File: src/rtl/mem_stage_if.sv
// rtl/mem_stage_if.sv - execute-to-MEM payload and MEM-to-write-back signals; MEM_ALE_CHECK_EN adds ms_ale
interface mem_stage_if;
   logic        es_to_ms_valid;
   logic        ms_allowin;
   logic [31:0] es_pc;
   logic        es_rf_we;
   logic [4:0]  es_rf_waddr;
   logic [31:0] es_alu_result;
   logic        es_res_from_mem;
   logic [4:0]  es_ld_inst;
   logic [31:0] data_sram_rdata;
   logic        ws_allowin;
   logic        ms_to_ws_valid;
   logic [31:0] ms_pc;
   logic        ms_rf_we;
   logic [4:0]  ms_rf_waddr;
   logic [31:0] ms_rf_wdata;
   logic        ms_res_from_mem;
`ifdef MEM_ALE_CHECK_EN
   logic        ms_ale;
`endif

   // Upstream/downstream side: drives execute payload, SRAM data and back-pressure.
   modport master (
      output es_to_ms_valid, es_pc, es_rf_we, es_rf_waddr, es_alu_result,
             es_res_from_mem, es_ld_inst, data_sram_rdata, ws_allowin,
      input  ms_allowin, ms_to_ws_valid, ms_pc, ms_rf_we, ms_rf_waddr,
             ms_rf_wdata, ms_res_from_mem
`ifdef MEM_ALE_CHECK_EN
      , input ms_ale
`endif
   );

   // Memory stage view.
   modport slave (
      input  es_to_ms_valid, es_pc, es_rf_we, es_rf_waddr, es_alu_result,
             es_res_from_mem, es_ld_inst, data_sram_rdata, ws_allowin,
      output ms_allowin, ms_to_ws_valid, ms_pc, ms_rf_we, ms_rf_waddr,
             ms_rf_wdata, ms_res_from_mem
`ifdef MEM_ALE_CHECK_EN
      , output ms_ale
`endif
   );
endinterface

File: src/rtl/mem_stage.sv
// rtl/mem_stage.sv - pipeline memory stage: load data hold, alignment, extension; MEM_ALE_CHECK_EN adds misalignment flag
module mem_stage #(
   parameter logic [31:0] PC_RST = 32'h0000_0000
) (
   input  logic      clk,
   input  logic      resetn,
   mem_stage_if.slave bus
);
   // one-hot load type bit positions
   localparam int LD_B  = 4;
   localparam int LD_H  = 3;
   localparam int LD_W  = 2;
   localparam int LD_BU = 1;
   localparam int LD_HU = 0;

   logic        ms_valid;
   logic        ms_allowin;
   logic [31:0] pc_reg;
   logic        rf_we_reg;
   logic [4:0]  rf_waddr_reg;
   logic [31:0] alu_result_reg;
   logic        res_from_mem_reg;
   logic [4:0]  ld_inst_reg;
   logic [31:0] rdata_buf;
   logic        buf_vld;
   logic [31:0] ld_word;
   logic [1:0]  addr;
   logic [7:0]  ld_byte;
   logic [15:0] ld_half;
   logic [31:0] ld_result;
   logic        ale;

   // MEM never stalls on its own, so it frees up whenever write-back takes the current instruction
   assign ms_allowin = !ms_valid || bus.ws_allowin;

   // valid bit advances only when the stage can accept
   always_ff @(posedge clk) begin
      if (!resetn)
         ms_valid <= 1'b0;
      else if (ms_allowin)
         ms_valid <= bus.es_to_ms_valid;
   end

   // capture execute payload on an accepted handshake, hold otherwise
   always_ff @(posedge clk) begin
      if (!resetn) begin
         pc_reg           <= PC_RST;
         rf_we_reg        <= 1'b0;
         rf_waddr_reg     <= 5'd0;
         alu_result_reg   <= 32'd0;
         res_from_mem_reg <= 1'b0;
         ld_inst_reg      <= 5'd0;
      end else if (bus.es_to_ms_valid && ms_allowin) begin
         pc_reg           <= bus.es_pc;
         rf_we_reg        <= bus.es_rf_we;
         rf_waddr_reg     <= bus.es_rf_waddr;
         alu_result_reg   <= bus.es_alu_result;
         res_from_mem_reg <= bus.es_res_from_mem;
         ld_inst_reg      <= bus.es_ld_inst;
      end
   end

   // SRAM data is only valid in the first MEM cycle; keep it while write-back stalls.
   // Clearing on departure takes priority so an incoming instruction never sees old data.
   always_ff @(posedge clk) begin
      if (!resetn) begin
         buf_vld   <= 1'b0;
         rdata_buf <= 32'd0;
      end else if (ms_valid && bus.ws_allowin) begin
         buf_vld   <= 1'b0;
      end else if (ms_valid && res_from_mem_reg && !buf_vld) begin
         buf_vld   <= 1'b1;
         rdata_buf <= bus.data_sram_rdata;
      end
   end

   assign ld_word = buf_vld ? rdata_buf : bus.data_sram_rdata;
   assign addr    = alu_result_reg[1:0];

   // pick the addressed byte/halfword and extend according to the load type
   always_comb begin
      ld_byte   = 8'd0;
      ld_result = ld_word;
      case (addr)
         2'd0:    ld_byte = ld_word[7:0];
         2'd1:    ld_byte = ld_word[15:8];
         2'd2:    ld_byte = ld_word[23:16];
         default: ld_byte = ld_word[31:24];
      endcase
      ld_half = addr[1] ? ld_word[31:16] : ld_word[15:0];
      if (ld_inst_reg[LD_B])
         ld_result = {{24{ld_byte[7]}}, ld_byte};
      else if (ld_inst_reg[LD_BU])
         ld_result = {24'd0, ld_byte};
      else if (ld_inst_reg[LD_H])
         ld_result = {{16{ld_half[15]}}, ld_half};
      else if (ld_inst_reg[LD_HU])
         ld_result = {16'd0, ld_half};
   end

`ifdef MEM_ALE_CHECK_EN
   assign ale = ms_valid && ((ld_inst_reg[LD_W] && (addr != 2'd0)) ||
                             ((ld_inst_reg[LD_H] || ld_inst_reg[LD_HU]) && addr[0]));
   assign bus.ms_ale = ale;
`else
   assign ale = 1'b0;
`endif

   assign bus.ms_allowin      = ms_allowin;
   assign bus.ms_to_ws_valid  = ms_valid;
   assign bus.ms_pc           = pc_reg;
   assign bus.ms_rf_we        = ms_valid && rf_we_reg && !ale;
   assign bus.ms_rf_waddr     = rf_waddr_reg;
   assign bus.ms_rf_wdata     = res_from_mem_reg ? ld_result : alu_result_reg;
   assign bus.ms_res_from_mem = ms_valid && res_from_mem_reg;
endmodule

File: src/flat_wrapper.sv
// flat-port wrapper written by rule: the top's interface ports become plain ports
module mem_stage_flat 
#(
   parameter logic [31:0] PC_RST = 32'h0000_0000
)
  (clk, resetn, bus_es_to_ms_valid, bus_es_pc, bus_es_rf_we, bus_es_rf_waddr, bus_es_alu_result, bus_es_res_from_mem, bus_es_ld_inst, bus_data_sram_rdata, bus_ws_allowin, bus_ms_allowin, bus_ms_to_ws_valid, bus_ms_pc, bus_ms_rf_we, bus_ms_rf_waddr, bus_ms_rf_wdata, bus_ms_res_from_mem);
  mem_stage_if bus_i ();
  input  logic clk;
  input  logic resetn;
  input wire logic [$bits(bus_i.es_to_ms_valid)-1:0] bus_es_to_ms_valid;
  input wire logic [$bits(bus_i.es_pc)-1:0] bus_es_pc;
  input wire logic [$bits(bus_i.es_rf_we)-1:0] bus_es_rf_we;
  input wire logic [$bits(bus_i.es_rf_waddr)-1:0] bus_es_rf_waddr;
  input wire logic [$bits(bus_i.es_alu_result)-1:0] bus_es_alu_result;
  input wire logic [$bits(bus_i.es_res_from_mem)-1:0] bus_es_res_from_mem;
  input wire logic [$bits(bus_i.es_ld_inst)-1:0] bus_es_ld_inst;
  input wire logic [$bits(bus_i.data_sram_rdata)-1:0] bus_data_sram_rdata;
  input wire logic [$bits(bus_i.ws_allowin)-1:0] bus_ws_allowin;
  output wire logic [$bits(bus_i.ms_allowin)-1:0] bus_ms_allowin;
  output wire logic [$bits(bus_i.ms_to_ws_valid)-1:0] bus_ms_to_ws_valid;
  output wire logic [$bits(bus_i.ms_pc)-1:0] bus_ms_pc;
  output wire logic [$bits(bus_i.ms_rf_we)-1:0] bus_ms_rf_we;
  output wire logic [$bits(bus_i.ms_rf_waddr)-1:0] bus_ms_rf_waddr;
  output wire logic [$bits(bus_i.ms_rf_wdata)-1:0] bus_ms_rf_wdata;
  output wire logic [$bits(bus_i.ms_res_from_mem)-1:0] bus_ms_res_from_mem;
  assign bus_i.es_to_ms_valid = bus_es_to_ms_valid;
  assign bus_i.es_pc = bus_es_pc;
  assign bus_i.es_rf_we = bus_es_rf_we;
  assign bus_i.es_rf_waddr = bus_es_rf_waddr;
  assign bus_i.es_alu_result = bus_es_alu_result;
  assign bus_i.es_res_from_mem = bus_es_res_from_mem;
  assign bus_i.es_ld_inst = bus_es_ld_inst;
  assign bus_i.data_sram_rdata = bus_data_sram_rdata;
  assign bus_i.ws_allowin = bus_ws_allowin;
  assign bus_ms_allowin = bus_i.ms_allowin;
  assign bus_ms_to_ws_valid = bus_i.ms_to_ws_valid;
  assign bus_ms_pc = bus_i.ms_pc;
  assign bus_ms_rf_we = bus_i.ms_rf_we;
  assign bus_ms_rf_waddr = bus_i.ms_rf_waddr;
  assign bus_ms_rf_wdata = bus_i.ms_rf_wdata;
  assign bus_ms_res_from_mem = bus_i.ms_res_from_mem;
  mem_stage #(.PC_RST(PC_RST)) u_core (.clk(clk), .resetn(resetn), .bus(bus_i));
endmodule
File: config.mk
export PLATFORM = sky130hd
export DESIGN_NAME = mem_stage_flat
export DESIGN_NICKNAME = d
export VERILOG_FILES = /design/src/rtl/mem_stage_if.sv /design/src/rtl/mem_stage.sv /design/src/flat_wrapper.sv
export SDC_FILE = /design/constraint.sdc
export NUM_CORES = 1
export LEC_CHECK = 0
export BUFFER_PORTS_ARGS = -buffer_cell sky130_fd_sc_hd__buf_2
export CAP_MARGIN = 5
export CORE_ASPECT_RATIO = 0.6
export CORE_MARGIN = 3
export CORE_UTILIZATION = 50
export DETAILED_ROUTE_END_ITERATION = 10
export PLACE_DENSITY = 0.79
export SKIP_CTS_REPAIR_TIMING = 1
export SLEW_MARGIN = 20
export SYNTH_ARGS = -nofsm -noshare
export SYNTH_HDL_FRONTEND = slang
export SYNTH_SLANG_ARGS = --single-unit
File: constraint.sdc
create_clock -name clk -period 3.9 [get_ports clk]
set_input_delay 0.78 -clock clk [delete_from_list [all_inputs] [get_ports clk]]
set_output_delay 0.78 -clock clk [all_outputs]
set_load 0.05 [all_outputs]
Word level (Yosys, flattened, before mapping). Index checks and enable logic that the tools add are counted.

Input bits: 112. Output and inout bits: 73. Bits in registers: 110.

Equal/unequal tests: 2. Reductions and logical operators: 11. Bitwise operators: 2. Multiplexer cells: 8.

Operators with widths (count): 32-bit two-way mux (6); 8-bit one-hot mux with 3 select lines (1); 16-bit two-way mux (1); 1-bit logical AND (5); 2-bit by 1-bit equality test with 1-bit output, second input constant (1); 2-bit equality test, second input constant (1); 1-bit zero test (2); 2-bit zero test (1); 1-bit inverter (2); 2-bit AND reduction (1); 2-bit OR reduction (1); 1-bit logical OR (1).

Longest topological paths before layout. Gate-level depths: netlist (run 1).

Depth in word-level cells: 7. Depth in mapped cells: 8.

Least setup slack after synthesis (run 1). Ideal clock, no wire load.

Path type: input port to output port. Start: input port bus_data_sram_rdata[31]. End: output port bus_ms_rf_wdata[10]. Stages on the path: 4. Buffers on the path: 0. Data arrival time: 2461 ps. Setup slack: 659 ps. Cells stage by stage: mux2_2 a2bb2oi_1 nand3_1 a31oi_1.

Word-level cells in the longest chain between the ends: 4.

RTL lines: from (decl) (line flat_wrapper.sv:17) `input wire logic [$bits(bus_i.data_sram_rdata)-1:0] bus_data_sram_rdata;`; 32-bit two-way mux (line mem_stage.sv:77) `assign ld_word = buf_vld ? rdata_buf : bus.data_sram_rdata;`; 8-bit one-hot mux with 3 select lines (line mem_stage.sv:84) `case (addr)`; 32-bit two-way mux (line mem_stage.sv:91) `if (ld_inst_reg[LD_B])`; 32-bit two-way mux (line mem_stage.sv:114) `assign bus.ms_rf_wdata = res_from_mem_reg ? ld_result : alu_result_reg;`; to (decl) (line flat_wrapper.sv:24) `output wire logic [$bits(bus_i.ms_rf_wdata)-1:0] bus_ms_rf_wdata;`.

No other way between the ends.

Worst setup path in the final report (run 1).
Start: register u_core.buf_vld. End: output port bus_ms_rf_wdata[3].

Word-level cells in the longest chain between the ends: 7.

RTL lines: from (decl) (line mem_stage.sv:25) `logic buf_vld;`; from (signal assigned) (line mem_stage.sv:67) `buf_vld <= 1'b0;`; from (signal assigned) (line mem_stage.sv:70) `buf_vld <= 1'b0;`; from (signal assigned) (line mem_stage.sv:72) `buf_vld <= 1'b1;`; 32-bit two-way mux * (line mem_stage.sv:77); 16-bit two-way mux (line mem_stage.sv:90) `ld_half = addr[1] ? ld_word[31:16] : ld_word[15:0];`; 32-bit two-way mux (line mem_stage.sv:97) `else if (ld_inst_reg[LD_HU])`; 32-bit two-way mux (line mem_stage.sv:95) `else if (ld_inst_reg[LD_H])`; 32-bit two-way mux (line mem_stage.sv:93) `else if (ld_inst_reg[LD_BU])`; 32-bit two-way mux * (line mem_stage.sv:91); 32-bit two-way mux * (line mem_stage.sv:114).

Mark *: on every way between the ends. The rest lies on a longest branch, timed or not.

==> results.md, run 1 <==
- FF-to-FF End: u_core.rdata_buf[28]
- Synth Instances: 688
- Starting DRT DRC Count: 397
- Clk sinks: 109
- Final hold viol count: 0
- Vias in the first global route: 5,243
- Syn avg cell area: 8.180 um^2
- Synth Area in Simple Gates: 21.83%
- Fillers: 934
- Synth-to-layout area growth: 21.92%
- Primary FF master, synth: dfxtp_1
- Fin. max-slew vios: 0
- Seq cells post-synth: 109
- Placed cell area: 0.006541 mm^2
- Final Wtd Congestion: 0.8460
- Total GRT Usage: 25.79%
- I/O pin cnt: 185
- Synth Area in Compound Gates: 21.48%
- Register area: 0.002183 mm^2
- DR vias: 5,357
- Power Dens Cells: 404.1 mW/mm^2
- RSZ-0062 raised after global routing: no
- CTS Root Cell: clkbuf_16
- Post-synthesis xor/xnor area fraction: 0%
- WL met2: 7.255 mm
- Final min period: 3.715 ns
- Cell variety after synth: 37
- Antenna Nets Post-Route: 0
- Leakage: 2.978 nW
- Pin count of the biggest net entering global routing: 110
- Post-synthesis cell area: 0.005628 mm^2
- Core Footprint: 0.01078 mm^2
- Required @ worst endpoint: 3.12 ns
- Hold_ws: 0.4576 ns
- Post-synth EDFFs: 0
- Hold depth: 2
- CTS tree: yes
- Initial core utilization: 52.22%
- Setup TNS: 0 ns
- Total power: 2.773 mW
- Clock Latency Late Sink: 0.35 ns
- Die height: 88.18 um
- Wire per inst: 16.41 um
- Critical path data arrival time: 2.94 ns
- Share of post-route cells with drive strength above 1: 30.45%
- Synth warn: 0
- Rows: 29
- Total Wirelength: 16.15 mm
- Setup violators final: 0
- CP startpoint kind: flip-flop
- Final core utilization: 63.67%
- Final Skew: 0.009599 ns
- M1 wire length: 6.867 mm
- CTS Buf Count: 9
- GR Overflow Total: 0
- First-pass DRT Iterations: 5
- Critical R2R Launch: u_core.res_from_mem_reg
- Cell count of the worst reg-to-reg path: 5
- DR vias/cell: 5.444
- Final period utilization: 95.26%
- Worst-path clk slew: 0.08 ns
- Max cap viols: 0
- Post-synthesis mux area share: 12.49%
- Multi-input gate area: 0.003146 mm^2
- Port Buffer Count: 183
- Hpwl dp: 11.79 mm
- Initial antenna violation count: 2
- Post-synth ARST share: 0%
- Reg2reg setup slack: 1.70 ns
- Fmax: 0.2692 GHz
- Max VDD drop: 0.2238 mV
- DRC Markers: 0
- Status: completed
- HP Class: reg -> reg
- Hold wc startpoint: u_core.rdata_buf[25]
- Wire length on met3: 1.723 mm
- Die Area: 0.01261 mm^2
- Clk buf depth: 2
- Crit path kind: reg -> out
- Non-Filler Cell Area, Final: 0.006862 mm^2
- Post-layout nets: 951
- Seq/Total Area, Yosys: 38.77%
- Syn_nets: 800
- Hold Path End: u_core.rdata_buf[25]
- Global-route wire length before repair: 25.57 mm
- Max Fanout on Critical Path: 26
- Adder-cell share of the synthesized area: 0%
- CP endpoint kind: output pin
- Die width: 143.0 um
- Worst slew pin tran: 0.8915 ns
- Largest family of logic cells by synthesized area: simple AND/OR/NAND/NOR gates
- Number of H-tree levels: 3
- Most common cell after layout, fill and taps aside: nand2_1
- Worst rel slew slack: 40.57%
- Top Layer Used: met5
- Most frequent cells in the layout: 247 x nand2_1, 183 x buf_2, 108 x dfxtp_1, 102 x a21boi_0, 29 x mux2_2
## cell type report
class / count / area share [%]
diodes: 1 / 0.03647
clock buffers: 10 / 3.483
clock inverters: 6 / 1.131
inverters: 9 / 0.4923
multi-input cells: 515 / 45.84
flip-flops and latches: 109 / 31.82
well taps: 139 / 2.535
repair buffers: 195 / 14.66
## metal layers
layer  track usage [%]  vias to the layer above
li1                  -                     2616
met5                 0                        -
met1             33.63                     2488
met4             7.075                        4
met2             41.01                      224
met3             9.111                       25
## synth_stat cells, types with 2 or more instances
master     instances  area share, %
nand2_1          248             17
dfxtp_1          109             39
a21boi_0         102             14
mux2_2            29            5.8
clkbuf_1          28            1.9
nor2b_1           22            2.4
a21oi_1           18            1.6
mux2i_1           11            2.0
nor2_1            11           0.73
buf_1             10           0.67
buf_2             10           0.89
inv_1              9           0.60
o21ai_0            9           0.80
a31oi_1            8           0.89
buf_6              7            1.4
o211ai_1           7           0.93
a21boi_1           6           0.80
mux4_2             6            2.4
o22ai_1            6           0.67
mux4_1             5            2.3
a211oi_1           3           0.40
a311oi_1           3           0.47
or2_2              3           0.33
a2bb2oi_1          2           0.31
and2_1             2           0.22
nand2b_1           2           0.22
nand3_1            2           0.18
## cells by family after synthesis
family / after synthesis
and+or+nand+nor: 296
AOI/OAI and AO/OA: 168
DFF: 109
buffers and inverters: 64
muxes: 51
## worst max-delay path by stage
stage | startpoint | to | slack, ns | depth (start not counted)
after floorplan | bus_data_sram_rdata[31] | bus_ms_rf_wdata[10] | 0.66 | 4
after global placement | u_core.buf_vld | bus_ms_rf_wdata[3] | 0.63 | 6
after detailed placement | u_core.buf_vld | bus_ms_rf_wdata[3] | 0.59 | 6
after CTS | u_core.buf_vld | bus_ms_rf_wdata[3] | 0.19 | 6
after global routing | u_core.buf_vld | bus_ms_rf_wdata[11] | 0.007 | 5
final | u_core.buf_vld | bus_ms_rf_wdata[3] | 0.18 | 6
## critical path, cell delays in order (launching register included)
cell and delay, ns:
dfxtp_2 0.76, buf_4 0.41, mux4_1 0.59, nor2b_1 0.14
a311oi_1 0.24, o22ai_1 0.17, buf_2 0.26
## through the flow
stage / std cells / setup WS, ns
detailed placement: 967 / 0.5871
CTS: 983 / 0.1905
finish: 984 / 0.1847
global placement: 967 / 0.6281
floorplan: 688 / 0.6587
global route: 983 / 0.006985
## where the power goes
group          internal [mW]  switching (mW)  total [mW]  leakage [nW]
registers               1.16          0.0333        1.20         0.892
clock network          0.529           0.438       0.967         0.153
logic                  0.196           0.415       0.611          1.93
No activity file was read; power rests on OpenSTA's default activity.
==> run 2, diff against run 1 <==
- ABC_AREA: not set -> 1
- PLACE_DENSITY: 0.79 -> 0.8
==> run 2 against run 1 <==
- sequential share of layout area is 0.89 points higher
- critical endpoint is now bus_ms_rf_wdata[23]
- global-route usage is 0.59 points lower
- count of clock-buffer cells in the layout is 1 lower
- core utilization is 1.8 points higher
- wire length is 2.1% lower
- via count is 8.7% higher
- cell area is 2.8% lower
- clock skew hardly changed
- combinational power is 33% higher
- largest cell class unchanged
- flip-flop and latch count stayed put
- critical path type unchanged
==> results.md, run 2 <==
- Seq cells post-synth: 109
- Rows: 28
- Syn_nets: 979
- DR vias/cell: 5.035
- Antenna diodes: 0
- Wire per inst: 13.66 um
- Post-synth top cells: 275 x nand2_1, 169 x nor2_1, 132 x o21ai_0
- Setup violators final: 0
- Post-synth ARST share: 0%
- Worst slew pin tran: 0.8794 ns
- Port Buffer Count: 183
- Setup TNS: 0 ns
- Total Wirelength: 15.81 mm
- Vias in the first global route: 5,163
- HP Class: reg -> reg
- CTS Buf Count: 9
- Hold depth: 2
- Crit path kind: reg -> out
- Clk sinks: 109
- Primary FF master, synth: dfxtp_1
- Starting DRT DRC Count: 469
- Antenna Nets Post-Route: 0
- Total power: 3.018 mW
- Die width: 140.4 um
- CP endpoint kind: output pin
- Clk buf depth: 2
- Leakage: 3.516 nW
- Worst rel slew slack: 41.37%
- Die height: 86.65 um
- Max Fanout on Critical Path: 42
- Fmax: 0.3188 GHz
- Hpwl dp: 11.53 mm
- Worst-path clk slew: 0.08 ns
- CP startpoint kind: flip-flop
- Count leader, synth: nand2_1
- Cell taking the most area after synthesis: dfxtp_1
- Power Dens Cells: 452.4 mW/mm^2
- Post-synth EDFFs: 0
- Synth warn: 0
- Final period utilization: 80.44%
- Total GRT Usage: 25.20%
- Global-route wire length before repair: 25.08 mm
- First-pass DRT Iterations: 5
- Core Footprint: 0.01019 mm^2
- Clock Latency Late Sink: 0.35 ns
- Pin count of the biggest net entering global routing: 80
- Required @ worst endpoint: 3.12 ns
- CTS tree: yes
- GR Overflow Total: 0
- Final min period: 3.137 ns
- RSZ-0062 raised after global routing: no
- Final Wtd Congestion: 0.9480
- Critical path data arrival time: 2.36 ns
- Status: completed
- Most common cell after layout, fill and taps aside: nand2_1
- Fin. max-slew vios: 0
- Worst Slack Setup Final: 0.7629 ns
- Cell count of the worst reg-to-reg path: 6
- Initial core utilization: 53.17%
- Synth-to-layout area growth: 23.06%
- CTS Root Cell: clkbuf_16
- Main area contributors after synthesis: dfxtp_1 40%, nand2_1 19%, o21ai_0 12%
- Initial antenna violation count: 1
- Cell variety after synth: 25
- DR vias: 5,825
- Max VDD drop: 0.2226 mV
- Synth Instances: 867
- DRC Markers: 0
- Final Skew: 0.009100 ns
- Post-synthesis cell area: 0.005420 mm^2
- Most frequent cells in the layout: 274 x nand2_1, 183 x buf_2, 168 x nor2_1, 132 x o21ai_0, 109 x dfxtp_1
- Final hold viol count: 0
- Max cap viols: 0
- Number of H-tree levels: 3
- Area share of the largest cell type after synthesis: 40.26%
- Post-layout nets: 1,129
- Syn avg cell area: 6.252 um^2
- Pre-CTS setup slack: 1.005 ns
- I/O pin cnt: 185
- Share of post-route cells with drive strength above 1: 22.41%
- Seq/Total Area, Yosys: 40.26%
- Die Area: 0.01217 mm^2
[run 2: where the power goes]
part           switching [mW]  internal, mW  total [mW]
logic                   0.592         0.223       0.815
registers              0.0382          1.18        1.22
clock network           0.459         0.522       0.981
[run 2: kinds of logic after synthesis]
logic type	after synthesis	share of synthesized area, %
AND/OR/NAND/NOR	480	35.18
AO/OA/AOI/OAI	172	16.00
flip-flops	109	40.26
buffers and inverters	106	8.564
[run 2: per-stage QoR]
stage / std cells / cell area, um^2 / util (%) / hold WS (ns)
final: 1157 / 6670 / 65.43 / 0.4537
after global routing: 1157 / 6670 / 65.43 / 0.4668
after CTS: 1157 / 6670 / 65.43 / 0.4559
after detailed placement: 1141 / 6342 / 62.21 / 0.4436
after global placement: 1141 / 6342 / 62.21 / 0.4336
after floorplan: 867 / 5420 / - / 0.4244
[run 2: final cells by class]
cell class,count,area [um^2]
Fill cell,996,3525
Multi-Input combinational cell,652,2779
Sequential cell,109,2182
Timing Repair Buffer,196,1026
Clock buffer,9,225.2
Inverter,49,186.4
Tap cell,135,168.9
Clock inverter,7,102.6
[run 2: final timing paths]
| path | from | endpoint | slack, ns |
|---|---|---|---|
| setup / recovery | u_core.buf_vld | bus_ms_rf_wdata[23] | 0.76 |
| hold / removal | u_core.rdata_buf[29] | u_core.rdata_buf[29] | 0.45 |
| setup reg to reg | u_core.buf_vld | u_core.rdata_buf[12] | 1.92 |
| hold reg to reg | u_core.rdata_buf[29] | u_core.rdata_buf[29] | 0.45 |
[run 2: per-layer routing]
layer | track usage (%) | wire, um | up-vias
li1 | - | - | 3021
met2 | 37.76 | 6847 | 212
met1 | 36.24 | 7356 | 2571
met5 | 0 | 13 | -
met3 | 7.387 | 1419 | 19
met4 | 5.189 | 168 | 2
[run 2: critical path, stage by stage, from the launching register on]
cell and delay (ns):
dfxtp_1 0.35, buf_4 0.35, nand2_1 0.14, nand3_2 0.11, nand3_2 0.30, nand2_1 0.19
nand2_1 0.07, nand2_1 0.08, nand2_1 0.06, nand2_1 0.08, buf_2 0.26
==> run 3, diff against run 2 <==
- clock period: 3.9 -> 2.9 ns (I/O delays scaled with it)
==> run 3 against run 2 <==
- first-iteration DRC count up 8.5%
- cell area up 0.43%
- core utilization up 0.28 points
- non-clock buffer count up 2
- largest cell class unchanged
- worst setup slack worse by 0.64 ns
- clock skew down 0.0016 ns
- power up 31%
- sequential power up 34%
- largest power group unchanged
==> results.md, run 3 (synthesized netlist as in run 2, its figures left out) <==
- Max stage delay on crit path: 0.36 ns
- Final period utilization: 95.77%
- Starting DRT DRC Count: 509
- Setup violators final: 0
- Die width: 140.4 um
- Rows: 28
- Placed Cells: 1,143
- Die Area: 0.01217 mm^2
- Total stage count of the critical path: 8
- Share of post-route cells with drive strength above 1: 22.75%
- Max Fanout on Critical Path: 15
- Clock Power Share: 30.1%
- CP endpoint kind: output pin
- Initial antenna violation count: 3
- DR vias: 5,847
- Setup TNS: 0 ns
- Hold_ws: 0.4444 ns
- I/O pin cnt: 185
- Pin count of the biggest net entering global routing: 109
- Sequential group share of total power: 41.7%
- Non-Filler Cell Area, Final: 0.006699 mm^2
- Final Skew: 0.007456 ns
- GR Overflow Total: 0
- Worst slew pin tran: 0.7553 ns
- Net Switching: 1.444 mW
- Number of H-tree levels: 3
- Clk buf depth: 2
- CTS Root Cell: clkbuf_16
- Placed cell area: 0.006395 mm^2
- Hold depth: 2
- Cell count of the worst reg-to-reg path: 6
- First-pass DRT Iterations: 6
- Most common cell after layout, fill and taps aside: nand2_1
- Wire per inst: 13.78 um
- Worst-path clk slew: 0.08 ns
- Required @ worst endpoint: 2.32 ns
- CP Buf/Inv Count: 2
- Final hold viol count: 0
- Crit path cell chain: nor2_2 > nor2_4 > inv_2 > nand2_1 > nand2_1 > a21oi_1 > a21oi_1 > buf_2
- Global-route wire length before repair: 25.72 mm
- Max cap viols: 0
- Combinational share of power: 28.3%
- CTS Buf Count: 9
- Leakage: 3.525 nW
- Critical path data arrival time: 2.20 ns
- Clock Latency Late Sink: 0.35 ns
- Fmax: 0.3601 GHz
- Total Wirelength: 15.99 mm
- CP startpoint kind: flip-flop
- Power Dens Cells: 589.1 mW/mm^2
- Sw frac: 36.58%
- Initial core utilization: 53.17%
- Status: completed
- Total GRT Usage: 25.94%
- HP Class: in -> reg
- DRC Markers: 0
- Crit path kind: reg -> out
- CTS tree: yes
- Hpwl dp: 11.61 mm
- Clk sinks: 109
- DR vias/cell: 5.041
- Largest delay contributor family on the critical path: simple AND/OR/NAND/NOR gates
- Vias in the first global route: 5,243
- Final Wtd Congestion: 0.9549
- Max VDD drop: 0.3239 mV
- Non-Filler Instances: 1,160
- Post-layout nets: 1,131
- Synth-to-layout area growth: 23.59%
- Port Buffer Count: 183
- Fin. max-slew vios: 0
- Die height: 86.65 um
- Internal power: 2.503 mW
- RSZ-0062 raised after global routing: no
- Most frequent cells in the layout: 274 x nand2_1, 182 x buf_2, 168 x nor2_1, 131 x o21ai_0, 107 x dfxtp_1
- Final min period: 2.777 ns
- Highest-delay cell along the critical path: dfxtp_1
- Worst rel slew slack: 49.57%
- Core Footprint: 0.01019 mm^2
- Antenna Nets Post-Route: 0
## run 3: changes by cell type in the layout (fill, tap and decap cells not counted), moves of 2 or more
| cell | previous run | this run |
|---|---|---|
| buf_12 | 1 | 4 |
| clkinv_2 | 0 | 2 |
| dfxtp_1 | 109 | 107 |
| dfxtp_2 | 0 | 2 |
| inv_8 | 2 | 0 |
## run 3: layout make-up
cell class              instances  area (um^2)
fillers                       996         3496
multi-input cells             652         2786
flip-flops and latches        109         2185
repair buffers                198         1081
clock buffers                   9        225.2
inverters                      49        188.9
well taps                     135        168.9
clock inverters                 7        61.31
diodes                          1        2.502
## run 3: worst paths after layout
| kind | startpoint | endpoint | slack (ns) |
|---|---|---|---|
| max | u_core.ld_inst_reg[3] | bus_ms_rf_wdata[7] | 0.12 |
| min | bus_ws_allowin | u_core.buf_vld | 0.44 |
| max reg2reg | u_core.res_from_mem_reg | u_core.rdata_buf[16] | 1.19 |
| min reg2reg | u_core.rdata_buf[20] | u_core.rdata_buf[20] | 0.45 |
## run 3: stage by stage
stage / power (mW) / utilization, % / setup slack [ns]
5_1_grt: 4.147 / 65.71 / 0.004983
6_report: 3.946 / 65.71 / 0.1226
3_5_place_dp: 2.782 / 62.73 / 0.4217
2_1_floorplan: 2.475 / - / 0.4991
4_1_cts: 3.955 / 65.54 / 0.04334
3_3_place_gp: 2.770 / 62.73 / 0.4486
## run 3: metal layers
layer	global-route usage (%)	vias to the layer above	part of all wire, %
met5	0	-	0.13
met4	5.189	4	1.0
met3	8.986	20	8.6
met2	39.50	192	44
met1	36.01	2606	46
li1	-	3025	-
## run 3: power groups by stage
stage	clock, mW	sequential [mW]	combinational, mW
floorplan	0	1.81	0.662
global placement	0	1.67	1.10
detailed placement	0	1.68	1.10
CTS	1.20	1.64	1.11
global route	1.27	1.66	1.22
finish	1.19	1.64	1.12
